[src/rtl/wb_ram_arbiter.sv]
// Two-master, one-slave pipelined Wishbone arbiter for the shared SRAM slave.
// Round-robin, cyc-locked grants; outstanding-transfer throttling; watchdog
// that converts a silent slave into a bus error for the current owner.
module wb_ram_arbiter #(
    parameter int ADDR_W  = 32,
    parameter int DATA_W  = 32,
    parameter int MAX_OUT = 4,
    parameter int TIMEOUT = 255
) (
    input  logic                    clk_bus,
    input  logic                    rst_bus,
    input  logic [1:0]              m_cyc_i,
    input  logic [1:0]              m_stb_i,
    input  logic [1:0]              m_we_i,
    input  logic [2*ADDR_W-1:0]     m_adr_i,
    input  logic [2*DATA_W-1:0]     m_dat_i,
    input  logic [2*(DATA_W/8)-1:0] m_sel_i,
    output logic [DATA_W-1:0]       m_dat_o,
    output logic [1:0]              m_ack_o,
    output logic [1:0]              m_err_o,
    output logic [1:0]              m_rty_o,
    output logic [1:0]              m_stall_o,
    output logic                    s_cyc_o,
    output logic                    s_stb_o,
    output logic                    s_we_o,
    output logic [ADDR_W-1:0]       s_adr_o,
    output logic [DATA_W-1:0]       s_dat_o,
    output logic [DATA_W/8-1:0]     s_sel_o,
    input  logic [DATA_W-1:0]       s_dat_i,
    input  logic                    s_ack_i,
    input  logic                    s_err_i,
    input  logic                    s_rty_i,
    input  logic                    s_stall_i,
    output logic [1:0]              grant_o
);

    localparam int SEL_W = DATA_W / 8;
    // Timer only has to count up to TIMEOUT-1 before the watchdog fires.
    localparam int TMR_W = (TIMEOUT < 2) ? 1 : $clog2(TIMEOUT);
    localparam int TO_M1 = (TIMEOUT > 0) ? TIMEOUT - 1 : 0;
    localparam logic [TMR_W-1:0] TMR_LAST  = TMR_W'(TO_M1);
    localparam logic [3:0]       MAX_OUT_C = 4'(MAX_OUT);

    typedef enum logic [1:0] {IDLE, OWN0, OWN1} state_t;

    state_t           state_q;
    logic             last_q;
    logic [3:0]       out_q;
    logic [TMR_W-1:0] timer_q;
    logic [1:0]       wd_err_q;

    logic own, g, cyc_g, stb_g, full, accept, resp, wd_fire;

    // Steer the owner onto the slave and route responses back to it only.
    always_comb begin
        own     = (state_q != IDLE);
        g       = (state_q == OWN1);
        cyc_g   = own & m_cyc_i[g];
        stb_g   = m_stb_i[g];
        full    = (out_q == MAX_OUT_C);

        s_cyc_o = cyc_g;
        s_stb_o = cyc_g & stb_g & ~full;
        s_we_o  = own & m_we_i[g];
        s_adr_o = '0;
        s_dat_o = '0;
        s_sel_o = '0;
        if (own) begin
            s_adr_o = g ? m_adr_i[ADDR_W +: ADDR_W] : m_adr_i[0 +: ADDR_W];
            s_dat_o = g ? m_dat_i[DATA_W +: DATA_W] : m_dat_i[0 +: DATA_W];
            s_sel_o = g ? m_sel_i[SEL_W +: SEL_W]   : m_sel_i[0 +: SEL_W];
        end

        accept  = s_stb_o & ~s_stall_i;
        // Responses with nothing outstanding are stale and must be swallowed.
        resp    = own & (out_q != 4'd0) & (s_ack_i | s_err_i | s_rty_i);
        wd_fire = (TIMEOUT != 0) & cyc_g & (out_q != 4'd0) & ~resp
                  & (timer_q == TMR_LAST);

        m_dat_o   = s_dat_i;
        m_ack_o   = 2'b00;
        m_err_o   = wd_err_q;
        m_rty_o   = 2'b00;
        m_stall_o = 2'b11;
        if (resp) begin
            m_ack_o[g] = s_ack_i;
            m_err_o[g] = m_err_o[g] | s_err_i;
            m_rty_o[g] = s_rty_i;
        end
        if (own) begin
            m_stall_o[g] = s_stall_i | full;
        end

        grant_o = {state_q == OWN1, state_q == OWN0};
    end

    // Ownership FSM, outstanding counter and watchdog timer.
    always_ff @(posedge clk_bus) begin
        if (rst_bus) begin
            state_q  <= IDLE;
            last_q   <= 1'b1;
            out_q    <= 4'd0;
            timer_q  <= '0;
            wd_err_q <= 2'b00;
        end else begin
            wd_err_q <= 2'b00;
            case (state_q)
                IDLE: begin
                    out_q   <= 4'd0;
                    timer_q <= '0;
                    if (m_cyc_i == 2'b11) begin
                        state_q <= last_q ? OWN0 : OWN1;
                    end else if (m_cyc_i[0]) begin
                        state_q <= OWN0;
                    end else if (m_cyc_i[1]) begin
                        state_q <= OWN1;
                    end
                end
                default: begin
                    if (!cyc_g) begin
                        // Owner released (or aborted): drop everything in flight.
                        state_q <= IDLE;
                        last_q  <= g;
                        out_q   <= 4'd0;
                        timer_q <= '0;
                    end else if (wd_fire) begin
                        wd_err_q <= g ? 2'b10 : 2'b01;
                        out_q    <= 4'd0;
                        timer_q  <= '0;
                    end else begin
                        case ({accept, resp})
                            2'b10:   out_q <= out_q + 4'd1;
                            2'b01:   out_q <= out_q - 4'd1;
                            default: ;
                        endcase
                        if ((out_q != 4'd0) && !resp) begin
                            timer_q <= timer_q + 1'b1;
                        end else begin
                            timer_q <= '0;
                        end
                    end
                end
            endcase
        end
    end

endmodule
[config.mk]
export PLATFORM = sky130hd
export DESIGN_NAME = wb_ram_arbiter
export DESIGN_NICKNAME = d
export VERILOG_FILES = /design/src/rtl/wb_ram_arbiter.sv
export SDC_FILE = /design/constraint.sdc
export NUM_CORES = 1
export LEC_CHECK = 0
export ABC_AREA = 1
export CAP_MARGIN = 10
export CORE_AREA = 2 2 115 117
export CTS_CLUSTER_DIAMETER = 100
export DETAILED_ROUTE_END_ITERATION = 10
export DIE_AREA = 0 0 117 119
export GPL_TIMING_DRIVEN = 0
export PLACE_DENSITY_LB_ADDON = 0.05
export SLEW_MARGIN = 10
export SYNTH_ARGS = -nofsm -noshare
export SYNTH_HDL_FRONTEND = slang
export SYNTH_SLANG_ARGS = --single-unit
[constraint.sdc]
create_clock -name clk_bus -period 2.6 [get_ports clk_bus]
set_input_delay 0.39 -clock clk_bus [delete_from_list [all_inputs] [get_ports clk_bus]]
set_output_delay 0.39 -clock clk_bus [all_outputs]
set_load 0.005 [all_outputs]
-- After elaboration in Yosys (flattened, before gate mapping)
Cells that the tools add are included.
- register bits after elaboration: 17
- bits of input ports: 180
- output and inout port bits: 113
- word-level logic and storage cells: 85
- $add $sub $neg: 3
- $lt $le $gt $ge: 2
- eq/ne operators: 9
- multiplexer cells: 29
- bitwise logic cells: 25
- reduce and logical (&&, ||, !) cells: 12
- operator list (kind ; count):
    $mux W32 ; 4
    $mux W2 ; 11
    $and A1 B1 Y1 ; 10
    $mux W1 ; 9
    $add A8 B1 Y8 const B ; 1
    $eq A8 B8 Y1 const B ; 1
    $mux W4 ; 2
    $pmux W4 S2 ; 1
    $reduce_or A4 Y1 ; 2
    $not A1 Y1 ; 7
    $eq A2 B2 Y1 const B ; 3
    $reduce_or A5 Y1 ; 1
    $add A4 B1 Y4 const B ; 1
    $and A2 B2 Y2 ; 2
    $eq A2 B1 Y1 const B ; 2
    $eq A4 B3 Y1 const B ; 1
    $ne A4 B4 Y1 const B ; 1
    $or A1 B1 Y1 ; 4
    $reduce_and A2 Y1 ; 2
    $reduce_bool A2 Y1 ; 2
    $reduce_bool A4 Y1 ; 1
    $sub A4 B1 Y4 const B ; 1
    $bwmux W2 ; 1
    $logic_and A1 B1 Y1 ; 2
    other kinds (8) ; 8

-- Depth between registers and ports, before layout
Gate-level depths: netlist (run 1).
- depth in word-level cells: 9
- depth in mapped cells: 16
- depth with buffers taken out: 16

-- Worst setup path after synthesis (run 1)
OpenSTA, ideal clock, no wires.
- path kind: flip-flop to flip-flop
- start: reg state_q[1]
- end: reg out_q[2]
- library setup time: 0.064 ns
- data arrival time: 2.004 ns
- data required time: 2.536 ns
- slack: 0.531 ns
- stages on the path, launching flop included: 17
- clock period less this slack: 2.069 ns
- cell sequence: dfxtp_1 > inv_2 > nor2_4 > buf_2 > nand2_1 > nand2_1 > nand3_1 > ha_1 > inv_1 > nand2_1 > nand2_1 > ha_1 > a21oi_1 > or2_2 > nand3_1 > o21ai_0 > nor2_1
- longest elaborated chain between the ends: 9
- elaborated cells between the ends (all ways): 23
- those cells by class: 3 x eq/ne; 5 x mux; 11 x bitwise; 4 x reduce/logical
- RTL lines (what ; line ; text):
    start, declared ; 46 ; state_t state_q;
    start signal, assigned ; 112 ; state_q <= last_q ? OWN0 : OWN1;
    $eq A2 B2 Y1 ; 57 ; g = (state_q == OWN1);
    $mux W1 (implied by the code) (2 in a row) ; 58 ; cyc_g = own & m_cyc_i[g];
    $and A1 B1 Y1 ; 58 ;
    $and A1 B1 Y1 (2 in a row) ; 63 ; s_stb_o = cyc_g & stb_g & ~full;
    $and A1 B1 Y1 ; 74 ; accept = s_stb_o & ~s_stall_i;
    $eq A2 B1 Y1 or $eq A2 B2 Y1 (tied branches) ; 131 ; case ({accept, resp})
    $pmux W4 S2 or $reduce_bool A2 Y1 (tied branches) ; -- ;
    end signal, assigned ; 132 ; 2'b10: out_q <= out_q + 4'd1;
    end signal, assigned ; 133 ; 2'b01: out_q <= out_q - 4'd1;
    end, declared ; 48 ; logic [3:0] out_q;
Several ways; a longest one is shown, not always the timed one. The select of a mux whose other input is x is not followed.
A chain may end at the register's enable or synchronous reset.

-- Worst setup path after layout (run 1)
- start: reg state_q[1]
- end: out s_adr_o[21]
- longest elaborated chain between the ends: 3
- elaborated cells between the ends (all ways): 4
- those cells by class: 1 x eq/ne; 2 x mux; 1 x reduce/logical
- RTL lines (what ; line ; text):
    $eq A2 B2 Y1 ; 57 ;
    $mux W32 ; 69 ; s_adr_o = g ? m_adr_i[ADDR_W +: ADDR_W] : m_adr_i[0 +: ADDR_W];
    $mux W32 * ; 68 ; if (own) begin
    end, declared ; 26 ; output logic [ADDR_W-1:0] s_adr_o,
Every way passes the cells marked *; elsewhere a longest branch is shown, timed or not.

==> flow_metrics.env, run 1 <==
export IMPL_cts_made_buffers=3
export IMPL_mostFrequentLayoutCell="clkdlybuf4s50_1"
export IMPL_cts_setup_buffers=0
export IMPL_fp_dieArea_sq_um=13900
export IMPL_slew_headroom=0.658
export IMPL_rsz0062_at_grt="true"
export IMPL_synth_distinct_cells=26
export IMPL_syn_inst=259
export IMPL_h_tree_depth=1
export IMPL_cellPowerDensity_nw_per_um2=259
export IMPL_detail_route_iter0_violations=59
export IMPL_grt_max_degree=11
export IMPL_nNetsFinal=709
export IMPL_worstPathBufferInverterCount=4
export IMPL_criticalPathCategory="flop to output pin"
export IMPL_clock_sinks=17
export IMPL_row_count=42
export IMPL_period_minus_slack_ps=2430
export IMPL_maxSlewViolCount=0
export IMPL_io_buffer_count=260
export IMPL_grt_pass1_wl_mm=16.6
export IMPL_fillers=1375
export IMPL_root_buffer="clkbuf_16"
export IMPL_drt_vias_per_instance=3.98
export IMPL_crit_family="buffers and inverters"
export IMPL_fin_cells=701
export IMPL_syn_to_final_growth_pct=155
export IMPL_postSynthAreaPerCell_sq_um=7.28
export IMPL_holdCritPathClass="flop to flop"
export IMPL_tritoncts="built"
export IMPL_placedCellCount=695
export IMPL_clock_skew_ps=4.51
export IMPL_crit_path_cell_trace="inv_2 > nor2_4 > buf_4 > buf_2 > a22o_1 > clkdlybuf4s50_1"
export IMPL_post_dp_hpwl_mm=10.4
export IMPL_hold_buffers=0
export IMPL_core_area_sq_um=12900
export IMPL_crit_path_top_delay_cell="clkdlybuf4s50_1"
export IMPL_start_kind="flop"
export IMPL_yosysWarnings=0
export IMPL_clkLatencyLatePin_ps=250
export IMPL_hold_violations=0
export IMPL_cp_end_kind="output pin"
export IMPL_grt_pass1_vias=2595
export IMPL_synth_area_sq_um=1890
export IMPL_worst_pin_slew_ps=514
export IMPL_synth_nets=444
export IMPL_critPathMaxFanout=10
export IMPL_clkTransAtPathRegs_ps=50
export IMPL_post_drt_wl_per_cell_microns=17.2
export IMPL_status="finished clean"
export IMPL_cts_resized=1
export IMPL_antenna_found_initial=1
export IMPL_required_ps=2210
export IMPL_die_width_microns=117
export IMPL_ys_seq_area_frac=0.180
export IMPL_routabilityCongestion=0.792
export IMPL_hold_slack_ps=490
export IMPL_drcViolationCount=0
export IMPL_start_util=0.146
export IMPL_maxCapViolations=0
export IMPL_layout_common_cells="clkdlybuf4s50_1 (260), a22o_1 (69), buf_4 (36)"
export IMPL_critPathArrivalTime_ps=2040
export IMPL_min_period_over_period=0.933
export IMPL_fin_tns_setup_ps=0
export IMPL_antenna_left=0
export IMPL_setup_viol=0
export IMPL_ctsLongestPathBuffers=2
export IMPL_place_area_sq_um=4710
export IMPL_post_route_util=0.373
export IMPL_critPathMaxStageDelay_ps=560
export IMPL_num_vias=2792
export IMPL_die_y_microns=119
export IMPL_grt_ovfl_total=0
export IMPL_final_cell_area_sq_um=4810
export IMPL_drive_gt1_frac=0.105
export IMPL_irDropWorstVdd_mv=0.293
export IMPL_groute_usage_overall=0.159
export IMPL_synth_seq_cells=17
export IMPL_io_pins=293
export IMPL_fmax_mhz=412
export IMPL_finalWirelength_mm=12.0
export IMPL_dr_pass1_iters=4
export IMPL_p_leak_uw=0.00190
[per-stage QoR]
stage	worst slack, ps	power (uW)
2_1_floorplan	531	462
3_3_place_gp	-47.5	945
3_5_place_dp	-101	946
4_1_cts	34.2	1260
5_1_grt	-30.1	1310
6_report	175	1250
[power by group]
group          switching (uW)  total, uW  internal [uW]
sequential               3.55        268            264
clock                     103        308            206
combinational             203        671            467
total                     309       1250            937
[synthesized netlist by cell type]
cell / instances / area (sq um)
nand2_1: 33 / 124
nand3b_2: 1 / 11.3
buf_1: 3 / 11.3
o21ai_0: 2 / 10.0
nor2_2: 3 / 18.8
nor2_1: 22 / 82.6
or2_2: 1 / 6.26
a22o_1: 69 / 604
mux2i_1: 1 / 10.0
o21ai_2: 1 / 8.76
inv_1: 19 / 71.3
o21bai_1: 2 / 15.0
nand3_1: 12 / 60.1
xor2_1: 4 / 35.0
nor3_1: 8 / 40.0
a21oi_1: 2 / 10.0
dfxtp_1: 17 / 340
buf_4: 34 / 255
nand4_1: 2 / 12.5
clkbuf_1: 7 / 26.3
nor2_4: 1 / 11.3
ha_1: 5 / 62.6
xnor2_1: 2 / 17.5
inv_2: 2 / 7.51
a21oi_2: 1 / 8.76
buf_2: 5 / 25.0
[state kept, by name, summed over array words and instances, names as in the netlist]
signal and count:
timer_q 8, out_q 4, state_q 2, wd_err_q 2, last_q 1
[final cells by class]
type	count	area (sq um)	share of cell area
antenna	2	5.00	0.00104
tap	176	220	0.0458
buffer	49	325	0.0677
multi-input combinational	172	1150	0.240
sequential	17	340	0.0708
inverter	21	78.8	0.0164
clock inverter	1	5.00	0.00104
clock buffer	3	75.1	0.0156
timing repair buffer	260	2600	0.542
[kinds of logic (layout without fill, tap and decap cells)]
logic type / after synthesis / after routing / synth area share
flops: 17 / 17 / 0.180
simple gates: 83 / 83 / 0.194
buf+inv: 70 / 334 / 0.210
xor+xnor: 6 / 6 / 0.0279
other cells: 0 / 2 / 0
mux: 1 / 1 / 0.00531
compound gates: 77 / 77 / 0.348
fa+ha+maj: 5 / 5 / 0.0332
[path summary, 6_finish.rpt]
kind                                start               endpoint  slack [ps]  depth (start not counted)
setup / recovery  state_q[1]$_SDFFE_PP0P_            s_adr_o[21]         170                          6
hold / removal      timer_q[0]$_SDFF_PP0_  timer_q[0]$_SDFF_PP0_         490                          1
setup reg to reg  state_q[1]$_SDFFE_PP0P_  out_q[2]$_SDFFE_PP0P_         280                         16
hold reg to reg     timer_q[0]$_SDFF_PP0_  timer_q[0]$_SDFF_PP0_         490                          1
[per-layer routing]
| metal | track usage | wire length, microns | vias to the layer above |
|---|---|---|---|
| li1 | - | - | 1418 |
| met1 | 0.181 | 4750 | 1258 |
| met2 | 0.292 | 6060 | 108 |
| met3 | 0.0499 | 1060 | 8 |
| met4 | 0.0213 | 172 | 0 |
| met5 | 0 | 0 | - |
No activity file was read; power rests on OpenSTA's default activity.
==> run 2, diff against run 1 <==
--- a/config.mk
+++ b/config.mk
@@ -7,10 +7,10 @@
 export LEC_CHECK = 0
 export ABC_AREA = 1
 export CAP_MARGIN = 10
-export CORE_AREA = 2 2 115 117
+export CORE_AREA = 10 10 105 107
 export CTS_CLUSTER_DIAMETER = 100
 export DETAILED_ROUTE_END_ITERATION = 10
-export DIE_AREA = 0 0 117 119
+export DIE_AREA = 0 0 115 117
 export GPL_TIMING_DRIVEN = 0
 export PLACE_DENSITY_LB_ADDON = 0.05
 export SLEW_MARGIN = 10
==> flow_metrics.env, run 2 (synthesis results as in run 1) <==
export IMPL_core_area_sq_um=9020
export IMPL_mostFrequentLayoutCell="clkdlybuf4s50_1"
export IMPL_route_layer_met1_wl_mm=5.16
export IMPL_p_leak_uw=0.00188
export IMPL_finalWirelength_mm=14.1
export IMPL_cellPowerDensity_nw_per_um2=243
export IMPL_start_kind="flop"
export IMPL_critPathArrivalTime_ps=2060
export IMPL_detail_route_iter0_violations=142
export IMPL_place_area_sq_um=4630
export IMPL_die_width_microns=115
export IMPL_rsz0062_at_grt="false"
export IMPL_clkPwrFrac=0.173
export IMPL_final_cell_area_sq_um=4690
export IMPL_wl_met3_mm=1.29
export IMPL_post_dp_hpwl_mm=12.6
export IMPL_required_ps=2210
export IMPL_maxCapViolations=0
export IMPL_period_minus_slack_ps=2450
export IMPL_antenna_left=0
export IMPL_groute_usage_overall=0.183
export IMPL_seqPwrFrac=0.234
export IMPL_cp_end_kind="output pin"
export IMPL_worst_path_most_repeated_cell="clkbuf_4"
export IMPL_combPwrFrac=0.593
export IMPL_largest_register="timer_q"
export IMPL_die_y_microns=117
export IMPL_cts_resized=0
export IMPL_fmax_mhz=408
export IMPL_routabilityCongestion=0.794
export IMPL_criticalPathCategory="flop to output pin"
export IMPL_layout_setup_ws_ps=152
export IMPL_clock_sinks=17
export IMPL_root_buffer="clkbuf_8"
export IMPL_fin_cells=634
export IMPL_post_route_util=0.520
export IMPL_h_tree_depth=1
export IMPL_place_worst_setup_slack_ps=-90.3
export IMPL_swShare=0.266
export IMPL_maxSlewViolCount=0
export IMPL_num_vias=2834
export IMPL_largest_reg_flops=8
export IMPL_dr_pass1_iters=4
export IMPL_crit_path_cell_trace="inv_2 > nor2_4 > clkbuf_4 > clkbuf_4 > a22o_1 > clkdlybuf4s50_1"
export IMPL_largestRegisters="timer_q x8, out_q x4"
export IMPL_rr_startpoint="state_q[1]$_SDFFE_PP0P_"
export IMPL_nNetsFinal=709
export IMPL_io_buffer_count=260
export IMPL_worstReg2RegEnd="out_q[2]$_SDFFE_PP0P_"
export IMPL_holdCritStartpoint="timer_q[0]$_SDFF_PP0_"
export IMPL_io_pins=293
export IMPL_drive_gt1_frac=0.107
export IMPL_clkLatencyLatePin_ps=250
export IMPL_hold_slack_ps=485
export IMPL_fp_dieArea_sq_um=13500
export IMPL_grt_ovfl_total=0
export IMPL_wl_met2_mm=7.48
export IMPL_min_period_over_period=0.942
export IMPL_clock_skew_ps=2.14
export IMPL_drcViolationCount=0
export IMPL_worstPathBufferInverterCount=4
export IMPL_antenna_cells=0
export IMPL_clkTransAtPathRegs_ps=70
export IMPL_status="finished clean"
export IMPL_p_int_uw=838
export IMPL_irDropWorstVdd_mv=0.210
export IMPL_holdCritPathClass="flop to flop"
export IMPL_fillers=877
export IMPL_placedCellCount=630
export IMPL_ff2ff_setup_slack_ps=350
export IMPL_hold_buffers=0
export IMPL_p_sw_uw=304
export IMPL_critPathMaxStageDelay_ps=560
export IMPL_grt_max_degree=11
export IMPL_r2r_cells=16
export IMPL_ctsLongestPathBuffers=2
export IMPL_cts_setup_buffers=0
export IMPL_setup_viol=0
export IMPL_holdPathEnd="timer_q[0]$_SDFF_PP0_"
export IMPL_worst_pin_slew_ps=475
export IMPL_drt_vias_per_instance=4.47
export IMPL_antenna_found_initial=1
export IMPL_post_drt_wl_per_cell_microns=22.2
export IMPL_start_util=0.209
export IMPL_tritoncts="built"
export IMPL_layout_common_cells="clkdlybuf4s50_1 (260), a22o_1 (69), buf_4 (34)"
export IMPL_cts_made_buffers=3
export IMPL_crit_path_top_delay_cell="clkdlybuf4s50_1"
export IMPL_multiInputGateArea_sq_um=1160
export IMPL_slew_headroom=0.683
export IMPL_critPathMaxFanout=10
export IMPL_regArea_sq_um=342
export IMPL_crit_family="buffers and inverters"
export IMPL_syn_to_final_growth_pct=149
export IMPL_grt_pass1_wl_mm=18.8
export IMPL_grt_pass1_vias=2696
export IMPL_highest_layer="met5"
export IMPL_row_count=35
export IMPL_hold_violations=0
export IMPL_whs_path_depth=1
[run 2: cell types whose count changed in the layout (fill, tap and decap cells not counted), sizes merged]
| cell | before | now |
|---|---|---|
| clkbuf | 11 | 13 |
| diode | 2 | 0 |
| buf | 41 | 39 |
[run 2: area by class of cell]
type / instances / share of cell area
timing repair buffer: 260 / 0.555
multi-input combinational: 172 / 0.246
sequential: 17 / 0.0728
buffer: 49 / 0.0696
tap: 111 / 0.0296
inverter: 21 / 0.0168
clock buffer: 3 / 0.00880
clock inverter: 1 / 0.00107
[run 2: metal layers]
metal,GRT usage,vias up
met4,0.0289,2
met1,0.201,1298
met3,0.0657,10
met2,0.334,109
li1,-,1415
met5,0,-
[run 2: power by group through the flow]
stage	clock network [uW]	logic (uW)	registers [uW]
2_1_floorplan	0	190	272
3_3_place_gp	0	674	273
3_5_place_dp	0	679	273
4_1_cts	207	683	267
5_1_grt	217	719	268
6_report	197	677	268
[run 2: per-stage QoR]
step                      setup TNS (ps)  power (uW)
after floorplan                        0         462
after global placement             -34.1         947
after detailed placement           -90.3         952
after CTS                              0        1160
after global routing                   0        1200
final                                  0        1140
[run 2: how the worst max path moves through the flow]
stage                                 start               endpoint  cells after the start
floorplan           state_q[1]$_SDFFE_PP0P_  out_q[2]$_SDFFE_PP0P_                     16
global placement                 m_cyc_i[1]  out_q[2]$_SDFFE_PP0P_                     16
detailed placement               m_cyc_i[1]  out_q[2]$_SDFFE_PP0P_                     16
CTS                 state_q[1]$_SDFFE_PP0P_            s_adr_o[22]                      6
global route        state_q[1]$_SDFFE_PP0P_            s_adr_o[22]                      6
finish              state_q[1]$_SDFFE_PP0P_            s_adr_o[22]                      6
